$ cat config.mk
export PLATFORM = sky130hd
export DESIGN_NAME = mem_port_arbiter
export DESIGN_NICKNAME = d
export VERILOG_FILES = /design/src/rtl/mem_port_arbiter_pkg.sv /design/src/rtl/mem_arb_timeout.sv /design/src/rtl/mem_port_arbiter.sv
export SDC_FILE = /design/constraint.sdc
export NUM_CORES = 1
export LEC_CHECK = 0
export BUFFER_PORTS_ARGS = -buffer_cell sky130_fd_sc_hd__buf_2
export CAP_MARGIN = 25
export CORE_AREA = 3 3 191 193
export CTS_BUF_LIST = sky130_fd_sc_hd__clkbuf_8
export DETAILED_ROUTE_END_ITERATION = 12
export DIE_AREA = 0 0 194 196
export PLACE_DENSITY = 0.54
export SLEW_MARGIN = 20
export SYNTH_ARGS = -nofsm -noshare
export SYNTH_HDL_FRONTEND = slang
export SYNTH_SLANG_ARGS = --single-unit
$ cat constraint.sdc
create_clock -name clk_i -period 5.5 [get_ports clk_i]
set_clock_uncertainty 0.05 [all_clocks]
set_input_delay 1.1 -clock clk_i [delete_from_list [all_inputs] [get_ports clk_i]]
set_output_delay 1.1 -clock clk_i [all_outputs]
set_load 0.05 [all_outputs]
$ cat src/rtl/mem_port_arbiter_pkg.sv
// ----------------------------------------------------------------------------
// mem_port_arbiter_pkg
//   Shared definitions for the unified-memory port arbiter: FSM state
//   encodings, the grant decision type, the word-size memControl code used for
//   instruction fetches, and default tuning constants.
// ----------------------------------------------------------------------------
package mem_port_arbiter_pkg;

    typedef enum logic [1:0] {
        IDLE   = 2'd0,
        D_BUSY = 2'd1,
        F_BUSY = 2'd2,
        RESP   = 2'd3
    } state_t;

    typedef enum logic [1:0] {
        GNT_NONE  = 2'd0,
        GNT_DATA  = 2'd1,
        GNT_FETCH = 2'd2
    } grant_t;

    // Fetches always read a full 32-bit instruction word.
    localparam logic [2:0] MEMCTL_WORD = 3'b010;

    localparam int DEF_STARVE_LIMIT = 4;
    localparam int DEF_TIMEOUT      = 255;

endpackage

$ cat src/rtl/mem_arb_timeout.sv
// ----------------------------------------------------------------------------
// mem_arb_timeout
//   Watchdog counter for a memory master waiting on an acknowledge. Counts
//   enabled cycles and flags the last permitted one, so the owner can abort
//   the access on the same edge it would otherwise keep waiting.
//
// Ports
//   clk_i      rising-edge clock
//   rst_i      synchronous, active-high reset
//   clr_i      zero the count (takes priority over en_i)
//   en_i       count this cycle (master is waiting)
//   expired_o  high during the TIMEOUT-th enabled cycle
// ----------------------------------------------------------------------------
module mem_arb_timeout
    import mem_port_arbiter_pkg::*;
#(
    parameter int TIMEOUT = DEF_TIMEOUT
) (
    input  logic clk_i,
    input  logic rst_i,
    input  logic clr_i,
    input  logic en_i,
    output logic expired_o
);

    localparam int            CW   = $clog2(TIMEOUT + 1);
    localparam logic [CW-1:0] LAST = CW'(TIMEOUT - 1);

    logic [CW-1:0] cnt_q;

    // NOTE: clocked state uses non-blocking (<=) so every register samples
    // pre-edge values; blocking here would create order-dependent races.
    always_ff @(posedge clk_i) begin
        if (rst_i || clr_i) begin
            cnt_q <= '0;
        end else if (en_i) begin
            cnt_q <= cnt_q + 1'b1;
        end
    end

    // cnt_q holds the number of waiting cycles already elapsed, so the
    // TIMEOUT-th waiting cycle sees TIMEOUT-1.
    assign expired_o = en_i && (cnt_q == LAST);

endmodule

$ cat src/rtl/mem_port_arbiter.sv
// ----------------------------------------------------------------------------
// mem_port_arbiter
//   Shares one single-port memory between instruction fetch (IF stage) and
//   data access (MEM stage). Data wins collisions, except that after
//   STARVE_LIMIT consecutive data grants with a fetch waiting, the fetch is
//   forced through. Each access runs IDLE -> BUSY -> RESP; the RESP cycle
//   carries the one-cycle valid pulse. An access with no acknowledge within
//   TIMEOUT busy cycles is aborted and completes with err and zero read data.
//
// Ports
//   clk_i, rst_i             clock, synchronous active-high reset
//   if_req_i / if_addr_i     fetch request (held until if_valid_o) and address
//   if_rdata_o / if_valid_o  fetched instruction (m_rdata_i[31:0]), done pulse
//   d_req_i, d_we_i          data request (held until d_valid_o), store enable
//   d_addr_i, d_wdata_i      data address and store data
//   d_ctrl_i                 size/sign code, forwarded to m_ctrl_o
//   d_rdata_o / d_valid_o    load data, done pulse
//   err_o                    pulse alongside a valid that ended by timeout
//   stall_o                  request outstanding and not completing this cycle
//   m_req_o .. m_ctrl_o      registered memory request, held through BUSY
//   m_ack_i / m_rdata_i      memory done and read data (same cycle)
// ----------------------------------------------------------------------------
module mem_port_arbiter
    import mem_port_arbiter_pkg::*;
#(
    parameter int WIDTH        = 64,
    parameter int STARVE_LIMIT = DEF_STARVE_LIMIT,
    parameter int TIMEOUT      = DEF_TIMEOUT
) (
    input  logic             clk_i,
    input  logic             rst_i,
    input  logic             if_req_i,
    input  logic [WIDTH-1:0] if_addr_i,
    output logic [31:0]      if_rdata_o,
    output logic             if_valid_o,
    input  logic             d_req_i,
    input  logic             d_we_i,
    input  logic [WIDTH-1:0] d_addr_i,
    input  logic [WIDTH-1:0] d_wdata_i,
    input  logic [2:0]       d_ctrl_i,
    output logic [WIDTH-1:0] d_rdata_o,
    output logic             d_valid_o,
    output logic             err_o,
    output logic             stall_o,
    output logic             m_req_o,
    output logic             m_we_o,
    output logic [WIDTH-1:0] m_addr_o,
    output logic [WIDTH-1:0] m_wdata_o,
    output logic [2:0]       m_ctrl_o,
    input  logic             m_ack_i,
    input  logic [WIDTH-1:0] m_rdata_i
);

    localparam int            SW         = $clog2(STARVE_LIMIT + 1);
    localparam logic [SW-1:0] STARVE_MAX = SW'(STARVE_LIMIT);

    state_t           state_q;
    grant_t           grant_d;
    logic [SW-1:0]    starve_q;
    logic             busy;
    logic             tmo_expired;

    logic             m_req_q;
    logic             m_we_q;
    logic [WIDTH-1:0] m_addr_q;
    logic [WIDTH-1:0] m_wdata_q;
    logic [2:0]       m_ctrl_q;
    logic [31:0]      if_rdata_q;
    logic [WIDTH-1:0] d_rdata_q;
    logic             if_valid_q;
    logic             d_valid_q;
    logic             err_q;

    assign busy = (state_q == D_BUSY) || (state_q == F_BUSY);

    mem_arb_timeout #(
        .TIMEOUT (TIMEOUT)
    ) u_timeout (
        .clk_i     (clk_i),
        .rst_i     (rst_i),
        .clr_i     (!busy),
        .en_i      (busy),
        .expired_o (tmo_expired)
    );

    // Arbitration decision; only acted on while the FSM is in IDLE.
    // NOTE: every always_comb output gets a default first, so no path can
    // leave it unassigned and infer a latch.
    always_comb begin
        grant_d = GNT_NONE;
        if (d_req_i && (!if_req_i || (starve_q < STARVE_MAX))) begin
            grant_d = GNT_DATA;
        end else if (if_req_i) begin
            grant_d = GNT_FETCH;
        end
    end

    always_ff @(posedge clk_i) begin
        if (rst_i) begin
            state_q    <= IDLE;
            starve_q   <= '0;
            m_req_q    <= 1'b0;
            m_we_q     <= 1'b0;
            m_addr_q   <= '0;
            m_wdata_q  <= '0;
            m_ctrl_q   <= '0;
            if_rdata_q <= '0;
            d_rdata_q  <= '0;
            if_valid_q <= 1'b0;
            d_valid_q  <= 1'b0;
            err_q      <= 1'b0;
        end else begin
            // Completion flags are pulses: set only on the edge into RESP.
            if_valid_q <= 1'b0;
            d_valid_q  <= 1'b0;
            err_q      <= 1'b0;

            unique case (state_q)
                IDLE: begin
                    case (grant_d)
                        GNT_DATA: begin
                            state_q   <= D_BUSY;
                            m_req_q   <= 1'b1;
                            m_we_q    <= d_we_i;
                            m_addr_q  <= d_addr_i;
                            m_wdata_q <= d_wdata_i;
                            m_ctrl_q  <= d_ctrl_i;
                            // Only a grant that bypassed a waiting fetch counts
                            // toward starvation.
                            starve_q  <= if_req_i ? starve_q + 1'b1 : '0;
                        end
                        GNT_FETCH: begin
                            state_q   <= F_BUSY;
                            m_req_q   <= 1'b1;
                            m_we_q    <= 1'b0;
                            m_addr_q  <= if_addr_i;
                            m_wdata_q <= '0;
                            m_ctrl_q  <= MEMCTL_WORD;
                            starve_q  <= '0;
                        end
                        default: begin
                            starve_q  <= '0;
                        end
                    endcase
                end

                D_BUSY, F_BUSY: begin
                    // An acknowledge in the final allowed cycle still wins.
                    if (m_ack_i || tmo_expired) begin
                        state_q <= RESP;
                        m_req_q <= 1'b0;
                        m_we_q  <= 1'b0;
                        err_q   <= !m_ack_i;
                        if (state_q == D_BUSY) begin
                            d_valid_q <= 1'b1;
                            d_rdata_q <= m_ack_i ? m_rdata_i : '0;
                        end else begin
                            if_valid_q <= 1'b1;
                            if_rdata_q <= m_ack_i ? m_rdata_i[31:0] : '0;
                        end
                    end
                end

                RESP: begin
                    state_q <= IDLE;
                end
            endcase
        end
    end

    assign m_req_o    = m_req_q;
    assign m_we_o     = m_we_q;
    assign m_addr_o   = m_addr_q;
    assign m_wdata_o  = m_wdata_q;
    assign m_ctrl_o   = m_ctrl_q;
    assign if_rdata_o = if_rdata_q;
    assign if_valid_o = if_valid_q;
    assign d_rdata_o  = d_rdata_q;
    assign d_valid_o  = d_valid_q;
    assign err_o      = err_q;
    assign stall_o    = (if_req_i | d_req_i) & ~(if_valid_q | d_valid_q);

endmodule

* Word level (Yosys, flattened, before mapping)
Index checks and enable logic that the tools add are counted.
Word-level totals: input bits 265, logic and storage cells 72, bits in registers 245, output and inout bits 233
Cells by class: equality and inequality tests 9, $add $sub $neg 2, reduce and logical (&&, ||, !) cells 21, magnitude comparators 1, bitwise gates (word level) 7, muxes and demuxes 19
Operators by type and width (count):
- 64-bit one-hot mux with 2 select lines | 2
- 64-bit 2-to-1 mux | 1
- 32-bit 2-to-1 mux | 1
- 3-bit AND reduction | 4
- 8-bit by 1-bit adder with 8-bit output, second input constant | 1
- 8-bit == test, second input constant | 1
- 2-bit == test, second input constant | 3
- 2-bit 2-to-1 mux | 3
- 3-bit 2-to-1 mux | 2
- 1-bit one-hot mux with 2 select lines | 3
- 2-bit one-hot mux with 3 select lines | 1
- 3-bit one-hot mux with 2 select lines | 1
- 2-bit by 1-bit == test with 1-bit output, second input constant | 2
- 1-bit logical OR | 4
- 1-bit 2-to-1 mux | 4
- 2-bit != test, second input constant | 2
- 1-bit inverter | 4
- 2-bit one-hot mux with 2 select lines | 1
- 2-bit AND reduction | 2
- 2-bit nonzero test | 2
- 2-bit OR reduction | 2
- 3-bit by 1-bit adder with 3-bit output, second input constant | 1
- 1-bit logical NOT | 3
- 3-bit less-than comparator, second input constant | 1
- 6 further kinds | 8

* Longest topological paths before layout
Gate-level depths: netlist of run 1.
word-level depth 8, mapped depth 8, depth with buffers taken out 6

* Hierarchy
Synthesis of run 1 repeated with hierarchy kept, for this count alone.
Second synthesis, totals: cells, all modules 1069, area, all modules 9614.2 um^2
Modules (own cells, without submodules):
- mem_port_arbiter | sequential area each 4744.6 um^2, cells each 1027, instances 1, area each 9245.1 um^2
- mem_arb_timeout | sequential area each 160.2 um^2, cells each 42, instances 1, area each 369.1 um^2

* Least setup slack after synthesis of run 1
No wires, ideal clock.
kind input -> output, from input port if_req_i, to output port stall_o, path slack 1.981 ns, required time 4.350 ns, buffers on the path 1, stages 3, arrival 2.369 ns, cells stage by stage buf_2 nor2_1 nor3_1
Between the ends: longest elaborated chain between the ends 2
Ends and longest elaborated chain:
- start: declaration | RTL line mem_port_arbiter.sv:32 | input logic if_req_i,
- 1-bit bitwise OR | RTL line mem_port_arbiter.sv:181 | assign stall_o = (if_req_i | d_req_i) & ~(if_valid_q | d_valid_q);
- 1-bit bitwise AND | RTL line mem_port_arbiter.sv:181
- end: declaration | RTL line mem_port_arbiter.sv:44 | output logic stall_o,
Every way passes these cells.

* Worst setup path after layout of run 1
Ends and elaborated chain as after synthesis.

==> results of run 1 <==
==> final cells by class <==
type	count	area, sq um
multi-input cells	566	3590
fillers	3587	22200
clock buffers	51	702
diodes	1	2.50
repair buffers	512	2640
inverters	5	18.8
clock inverters	21	121
well taps	455	569
flip-flops and latches	245	4900
==> routing by layer <==
metal	vias to the layer above	track usage [%]	share of wire, %
met2	392	27.2	49
met3	58	5.63	8.6
met4	2	5.80	2.7
li1	4306	-	-
met1	4221	17.9	39
met5	-	0	0.034
==> worst reg2reg max path: stages (launching register included) <==
cell and delay, ns:
dfxtp_1 0.34, inv_1 0.09, ha_1 0.49, nand2b_1 0.34, nor2_2 0.16, buf_4 0.34
and2_2 0.64, a22o_1 0.24
==> sequential cells by signal (all words and copies together) (netlist names) <==
| name | cells |
|---|---|
| if_valid_o | 1 |
| m_req_o | 1 |
| m_addr_o | 64 |
| state_q | 2 |
| starve_q | 3 |
| m_wdata_o | 64 |
| m_ctrl_o | 3 |
| err_o | 1 |
| d_valid_o | 1 |
| m_we_o | 1 |
| d_rdata_o | 64 |
| u_timeout.cnt_q | 8 |
| if_rdata_o | 32 |
==> power breakdown <==
part	total, W	switching [W]	leakage, nW	internal, W
Combinational	0.00271	0.00203	3.49	0.000673
Sequential	0.00229	0.000173	2.00	0.00212
Clock	0.00164	0.000753	0.476	0.000884
==> cells in the final DEF (no fill, tap or decap), types with 7 or more instances in the layout <==
cell type  instances
buf_2            496
nand3_1           69
clkbuf_8          51
buf_4             14
a22o_1            32
nor3_1             7
nor2_1           146
nand2_1           68
ha_1               7
a22oi_1           66
inv_1             21
dfxtp_1          245
a32o_1            64
a311oi_1          64
==> final timing paths <==
check | slack (ns) | cells past startpoint | to | startpoint
worst max register to register | 2.74 | 7 | d_rdata_o[33] | state_q[1]
worst max-delay path | 2.25 | 4 | stall_o | if_req_i
worst min register to register | 0.41 | 1 | d_rdata_o[27] | d_rdata_o[27]
worst min-delay path | 0.41 | 1 | d_rdata_o[27] | d_rdata_o[27]
==> metrics by stage <==
step / setup slack (ns) / instances / instance area [sq um] / hold slack, ns
detailed placement: 2.14 / 1782 / 11700 / 0.398
finish: 2.25 / 1856 / 12500 / 0.407
CTS: 2.26 / 1854 / 12500 / 0.411
global route: 2.18 / 1855 / 12500 / 0.420
global placement: 1.70 / 1781 / 11700 / 0.394
floorplan: 1.98 / 910 / 8890 / 0.398
==> logic make-up after synthesis <==
family                     Yosys count  share of synthesized area (%)
DFF                                245                           55.2
AOI/OAI and AO/OA                  246                           23.8
buffers and inverters               99                           4.94
xor gates and xnor gates             6                          0.591
and+or+nand+nor                    307                           14.5
adders and majority gates            7                          0.985
==> impl_results.md, run 1 <==
- Status: finished, final reports clean
- Cell repeated most along the worst path: buf_2
- Top FF cell, synth: dfxtp_1
- Synth warn: 0
- Detailed placement HPWL: 22100 um
- # setup viols final: 0
- I/O Buffers: 497
- Largest net degree at the start of global routing: 99
- Synth Cell Area: 8890 sq um
- Cts bufs inserted: 45
- Vias in the first global route: 8788
- EDFF count, synth: 0
- Tot Pwr: 0.00663 W
- Synth top cells by count: dfxtp_1, nor2_1, nand2_1, nand3_1, a22oi_1
- Final Max Tran Viols: 0
- Die area: 38000 sq um
- Post-cts hold buffer count: 0
- Sink Count: 245
- Via Count: 8979
- Top cell type's share of synthesized area: 55.2%
- Worst VDD drop: 246 uV
- Most common cell in the netlist: dfxtp_1
- Vias/cell: 4.84
- Fmax: 0.308 GHz
- Routed WL: 32100 um
- Critical-path cell list: buf_2 -> nor2_1 -> nor3_1 -> buf_2
- IO Pins: 498
- DR DRC count: 0
- P per Cell Area: 529 nW/um^2
- Max_cap viols: 0
- Overflow left after global routing: 0
- Synth Area per Inst: 9.77 sq um
- Mapped Cells: 910
- Slowest stage cell, crit path: buf_2
- Worst skew pair latency: 0.59 ns
- Chip width: 194 um
- Layout cell share with drive strength beyond 1: 41.4%
- Rel. slew slack: 42.8%
- First-pass GRT wire length: 48900 um
- Worst-margin pin slew: 0.855 ns
- CTS Buffer Depth: 3
- Post-DR wirelength/cell: 17.3 um
- Post-CTS Setup Bufs: 0
- Max incr delay on CP: 0.34 ns
- Die H: 196 um
- Resized cells post-CTS: 0
- RSZ-0062 raised after global routing: no
- Reg clk slew, reported paths: 0.05 ns
- Synth top area cells: dfxtp_1, a32o_1, a311oi_1
- Worst path required time: 4.35 ns
- Syn_nets: 1182
- Final GP Congestion: 0.826
- Htree depth: 2
- Core area: 34700 sq um
- CP Data Arrival Time: 2.10 ns
- Post-synth ARST share: 0%
- Drt first pass iters: 5
- Min cycle time layout: 3.25 ns
- Global Route Usage Sum: 15.7%
- Final hold violations: 0
- Layout area overhead: 41.1%
- Initial antenna violation count: 1
- HP Class: reg2reg
- Crit Path Max Fanout: 8
- Setup TNS: 0 ns
- Register area share after synthesis: 55.2%
- CTS tree: yes
- Fin crit share: 59.0%
- Initial DRC count: 491
- Clock Tree Root: clkbuf_8
- Final ANT Viol Nets: 0
- Synth area leader: dfxtp_1
- Worst setup EP type: output pin
- Leakage: 5.97 nW
- Starting Density: 25.6%
- Layout Nets: 1647
- Fin util: 36.2%
- Kind of critical path: in2out
- Row count: 68
- Post-synth cell types: 35
- Critical path buffer and inverter count: 2
- Seq cells post-synth: 245
- CP startpoint kind: primary input
- Top Family by Delay on Critical Path: buffers and inverters
(Power assumes the default switching activity.)
==> run 2: changes to the inputs <==
clock period = 3.3 ns   (was 5.5 ns; I/O delays follow)
==> impl_results.md, run 2 (synthesis gave the netlist of run 1 again) <==
- Status: finished, final reports clean
- Final Instance Area: 12700 sq um (+1.1%)
- Slowest stage cell, crit path: ha_1
- Tot Pwr: 0.0114 W (+71%)
- Chip width: 194 um (unchanged)
- Setup TNS: 0 ns (unchanged)
- RSZ-0062 raised after global routing: no
- Final GP Congestion: 0.812 (-1.7%)
- Final Max Tran Viols: 0 (unchanged)
- Starting Density: 25.6% (unchanged)
- Row count: 68 (unchanged)
- CP startpoint kind: register
- Via Count: 9009 (+0.33%)
- First-pass GRT wire length: 49400 um (+1.1%)
- R2R depth: 7 (unchanged)
- RR Endpoint: d_rdata_o[53]
- Reg clk slew, reported paths: 0.06 ns (about the same)
- Kind of critical path: reg2reg
- Commonest non-fill, non-tap cell in the layout: buf_2
- Fmax: 0.402 GHz
- Max incr delay on CP: 0.50 ns (+0.16 ns)
- Layout cell share with drive strength beyond 1: 41.6% (+0.29 points)
- Worst path required time: 3.77 ns (-0.58 ns)
- Initial antenna violation count: 1 (unchanged)
- Initial DRC count: 451 (-8.1%)
- # setup viols final: 0 (unchanged)
- Largest net degree at the start of global routing: 144 (+45%)
- Final hold violations: 0 (unchanged)
- Cells after DPL: 1784 (+0.11%)
- Crit path to: d_rdata_o[53]
- Fin crit share: 75.4%
- Resized cells post-CTS: 0 (unchanged)
- Global Route Usage Sum: 16.0% (+0.22 points)
- Stages on worst setup path: 7 (+3)
- CTS Buffer Depth: 3 (unchanged)
- CP Launch Point: state_q[1]
- Max_cap viols: 0 (unchanged)
- Drt first pass iters: 6 (+1)
- Layout area overhead: 42.8%
- Crit Path Max Fanout: 26 (+18)
- Routed WL: 32100 um (about the same)
- Die area: 38000 sq um (unchanged)
- Antenna diodes: 0 (-1)
- Final Non-Filler Cells: 1867 (+0.59%)
- I/O Buffers: 497 (unchanged)
- Sink Count: 245 (unchanged)
- Overflow left after global routing: 0 (unchanged)
- Leakage: 6.06 nW (+1.4%)
- Critical-path cell list: inv_1 -> ha_1 -> nand2b_1 -> nor2_2 -> and2_1 -> buf_4 -> a22o_1
- DP Area: 11700 sq um (+0.37%)
- CP Data Arrival Time: 2.96 ns (+0.86 ns)
- Rel. slew slack: 41.5% (-1.3 points)
- IO Pins: 498 (unchanged)
- Cts bufs inserted: 46 (+2.2%)
- Layout Nets: 1649 (+0.12%)
- Post-CTS Setup Bufs: 0 (unchanged)
- Vias/cell: 4.83 (-0.26%)
- P per Cell Area: 896 nW/um^2 (+70%)
- Worst setup EP type: register
- Htree depth: 2 (unchanged)
- CTS tree: yes
- Post-DR wirelength/cell: 17.2 um (-0.51%)
- Worst VDD drop: 472 uV (+92%)
- DR DRC count: 0 (unchanged)
- Vias in the first global route: 8846 (+0.66%)
- Top Family by Delay on Critical Path: simple AND/OR/NAND/NOR gates
- Min cycle time layout: 2.49 ns
- Clock Tree Root: clkbuf_8
- Worst skew pair latency: 0.58 ns (about the same)
- Detailed placement HPWL: 21900 um (-0.84%)
- HP Class: in2reg
- Core area: 34700 sq um (unchanged)
- Die H: 196 um (unchanged)
- Most frequent cells in the layout: buf_2, dfxtp_1, nor2_1
- Worst-margin pin slew: 0.878 ns (+0.0228 ns)
- Post-cts hold buffer count: 0 (unchanged)
- Final ANT Viol Nets: 0 (unchanged)
- Reg2reg start: state_q[1]
- Critical path buffer and inverter count: 2 (unchanged)
- R2R Setup Slk: 0.81 ns (-1.93 ns)
## run 2: cell types whose count changed in the layout (fill, tap and decap cells not counted), sizes merged
cell    delta
clkinv     +4
clkbuf     +3
bufinv     +2
inv        +2
buf        +1
diode      -1
## run 2: per-layer routing
layer / vias to the layer above / GRT usage, % / part of all wire, %
met5: - / 0 / 0.050
met4: 2 / 7.42 / 3.2
met3: 63 / 4.86 / 8.9
met2: 432 / 27.5 / 50
met1: 4199 / 18.1 / 38
li1: 4313 / - / -
## run 2: worst min path at each step
| stage | start | end | slack (ns) | depth (start not counted) |
|---|---|---|---|---|
| floorplan | u_timeout.cnt_q[0] | u_timeout.cnt_q[0] | 0.40 | 1 |
| global placement | d_rdata_o[13] | d_rdata_o[13] | 0.39 | 1 |
| detailed placement | if_rdata_o[0] | if_rdata_o[0] | 0.40 | 1 |
| CTS | m_rdata_i[41] | d_rdata_o[41] | 0.14 | 2 |
| global route | m_rdata_i[41] | d_rdata_o[41] | 0.17 | 2 |
| finish | m_rdata_i[32] | d_rdata_o[32] | 0.24 | 2 |
## run 2: power breakdown
| group | internal (W) | switching [W] | total (W) |
|---|---|---|---|
| logic | 0.00112 | 0.00339 | 0.00451 |
| clock network | 0.00173 | 0.00132 | 0.00305 |
| registers | 0.00353 | 0.000283 | 0.00381 |
| total | 0.00638 | 0.00499 | 0.0114 |
## run 2: through the flow
stage                     util, %  hold WS [ns]  setup slack [ns]
after global routing         36.6         0.171             0.592
after global placement       33.8         0.393             0.806
after floorplan                 -         0.398             0.661
after CTS                    36.6         0.144             0.784
final                        36.6         0.237             0.812
after detailed placement     33.8         0.398             0.796
## run 2: cell type report
cell class | count | area [sq um]
Fill cell | 3623 | 22000
Multi-Input combinational cell | 566 | 3590
Clock buffer | 54 | 743
Timing Repair Buffer | 513 | 2660
Inverter | 5 | 18.8
Clock inverter | 29 | 209
Sequential cell | 245 | 4900
Tap cell | 455 | 569
==> run 3: changes to the inputs <==
PLACE_DENSITY = 0.56   (was 0.54)
clock period = 2.2 ns   (was 3.3 ns; I/O delays follow)
==> impl_results.md, run 3 (synthesis gave the netlist of run 1 again) <==
- Htree depth: 2 (unchanged)
- Worst VDD drop: 733 uV (+55%)
- Starting Density: 25.6% (unchanged)
- Worst-margin pin slew: 0.587 ns (-0.291 ns)
- Leakage: 6.61 nW (+9.1%)
- Max_cap viols: 0 (unchanged)
- Final ANT Viol Nets: 0 (unchanged)
- Die H: 196 um (unchanged)
- Most frequent cells in the layout: buf_2, dfxtp_1, nor2_1
- Row count: 68 (unchanged)
- Worst skew pair latency: 0.59 ns (about the same)
- Commonest non-fill, non-tap cell in the layout: buf_2
- Worst path required time: 2.67 ns (-1.10 ns)
- Fillcell total: 3414 (-5.8%)
- Layout area overhead: 57.2%
- Fin crit share: 93.3% (+18 points)
- Final GP Congestion: 0.811 (-0.17%)
- HP Class: in2reg
- Sink Count: 245 (unchanged)
- Min cycle time layout: 2.05 ns (-0.435 ns)
- Global Route Usage Sum: 16.4% (+0.45 points)
- DR DRC count: 0 (unchanged)
- Core area: 34700 sq um (unchanged)
- Clock Tree Root: clkbuf_8
- Setup TNS: 0 ns (unchanged)
- Overflow left after global routing: 0 (unchanged)
- Routed WL: 33200 um (+3.4%)
- Final Max Tran Viols: 0 (unchanged)
- CP Data Arrival Time: 2.52 ns (-0.44 ns)
- Post-DR wirelength/cell: 16.7 um (-2.7%)
- Cts bufs inserted: 44 (-4.3%)
- R2R depth: 7 (unchanged)
- Crit Path Max Fanout: 15 (-42%)
- DP Area: 12100 sq um (+2.9%)
- Chip width: 194 um (unchanged)
- Initial antenna violation count: 0 (-1)
- CTS tree: yes
- Vias in the first global route: 9323 (+5.4%)
- Kind of critical path: reg2reg
- Critical-path cell list: inv_1 -> ha_1 -> and4_1 -> a21o_2 -> a31oi_4 -> buf_4 -> a22o_1
- I/O Buffers: 497 (unchanged)
- Vias/cell: 4.79 (-0.64%)
- Stages on worst setup path: 7 (unchanged)
- Antenna diodes: 0 (unchanged)
- Critical path buffer and inverter count: 2 (unchanged)
- Drt first pass iters: 4 (-2)
- CP startpoint kind: register
- Layout cell share with drive strength beyond 1: 39.8% (-1.8 points)
- CTS Buffer Depth: 3 (unchanged)
- Largest net degree at the start of global routing: 96 (-33%)
- RSZ-0062 raised after global routing: no
- WHS Path Cells: 3 (+1)
- # setup viols final: 0 (unchanged)
- Initial DRC count: 500 (+11%)
- IO Pins: 498 (unchanged)
- Detailed placement HPWL: 22900 um (+4.4%)
- Layout Nets: 1769 (+7.3%)
- P per Cell Area: 1250 nW/um^2 (+39%)
- Worst setup EP type: register
- Max incr delay on CP: 0.37 ns (-0.13 ns)
- Rel. slew slack: 60.8% (+19 points)
- Final hold violations: 0 (unchanged)
- First-pass GRT wire length: 51300 um (+3.8%)
- Die area: 38000 sq um (unchanged)
- Final Instance Area: 14000 sq um (+10%)
- Slowest stage cell, crit path: dfxtp_1
- Fmax: 0.487 GHz (+21%)
- Top Family by Delay on Critical Path: compound AO/OA/AOI/OAI gates
- Reg clk slew, reported paths: 0.06 ns (about the same)
- Status: finished, final reports clean
- Via Count: 9512 (+5.6%)
[run 3: cell count changes in the layout (fill, tap and decap cells not counted)]
cell	previous run	this run
dlygate4sd3_1	0	101
buf_12	4	19
buf_4	13	19
inv_1	23	18
bufinv_16	3	1
clkinv_2	5	7
clkinvlp_4	2	1
inv_6	0	1
[run 3: power breakdown]
part           switching [W]  leakage (nW)  internal, W
Sequential          0.000434          2.00      0.00530
Clock                0.00191         0.510      0.00234
Combinational        0.00524          4.09      0.00219
[run 3: per-layer routing]
layer / vias to the layer above / routed length, um / track usage [%]
met5: - / 0 / 0
met3: 73 / 2520 / 4.14
li1: 4561 / - / -
met4: 0 / 1170 / 7.53
met1: 4462 / 13200 / 19.3
met2: 416 / 16300 / 28.1
[run 3: through the flow]
stage / total power [W] / util [%] / hold slack, ns / cells / setup WS, ns
global placement: 0.0131 / 34.8 / 0.393 / 1805 / 0.232
global route: 0.0183 / 40.3 / 0.0354 / 1984 / 0.0167
detailed placement: 0.0131 / 34.8 / 0.398 / 1805 / 0.154
CTS: 0.0177 / 40.3 / 0.000165 / 1984 / 0.136
finish: 0.0174 / 40.3 / 0.0769 / 1984 / 0.147
floorplan: 0.0108 / - / 0.398 / 910 / 0.000952
[run 3: layout make-up]
| cell class | count | area [sq um] | area share, % |
|---|---|---|---|
| Tap cell | 455 | 569 | 4.07 |
| Timing Repair Buffer | 635 | 4020 | 28.7 |
| Clock buffer | 54 | 743 | 5.32 |
| Inverter | 5 | 18.8 | 0.134 |
| Clock inverter | 24 | 141 | 1.01 |
| Sequential cell | 245 | 4900 | 35.1 |
| Multi-Input combinational cell | 566 | 3590 | 25.7 |
[run 3: final timing paths]
kind                  from       endpoint  slack, ns
max             state_q[0]  d_rdata_o[48]       0.15
min          d_wdata_i[45]  m_wdata_o[45]       0.08
max reg2reg     state_q[0]  d_rdata_o[48]       0.15
min reg2reg  d_rdata_o[21]  d_rdata_o[21]       0.41
[run 3: worst reg2reg max path, stage by stage (launching register included)]
cell and delay (ns):
dfxtp_1 0.37, inv_1 0.09, ha_1 0.31, and4_1 0.17, a21o_2 0.22, a31oi_4 0.33
buf_4 0.28, a22o_1 0.17
[run 3: timing repair]
action,CTS,global route
endpoints found under the hold margin,124,0
hold buffers,101,0
buffers inserted,0,0
gates resized for setup,0,0
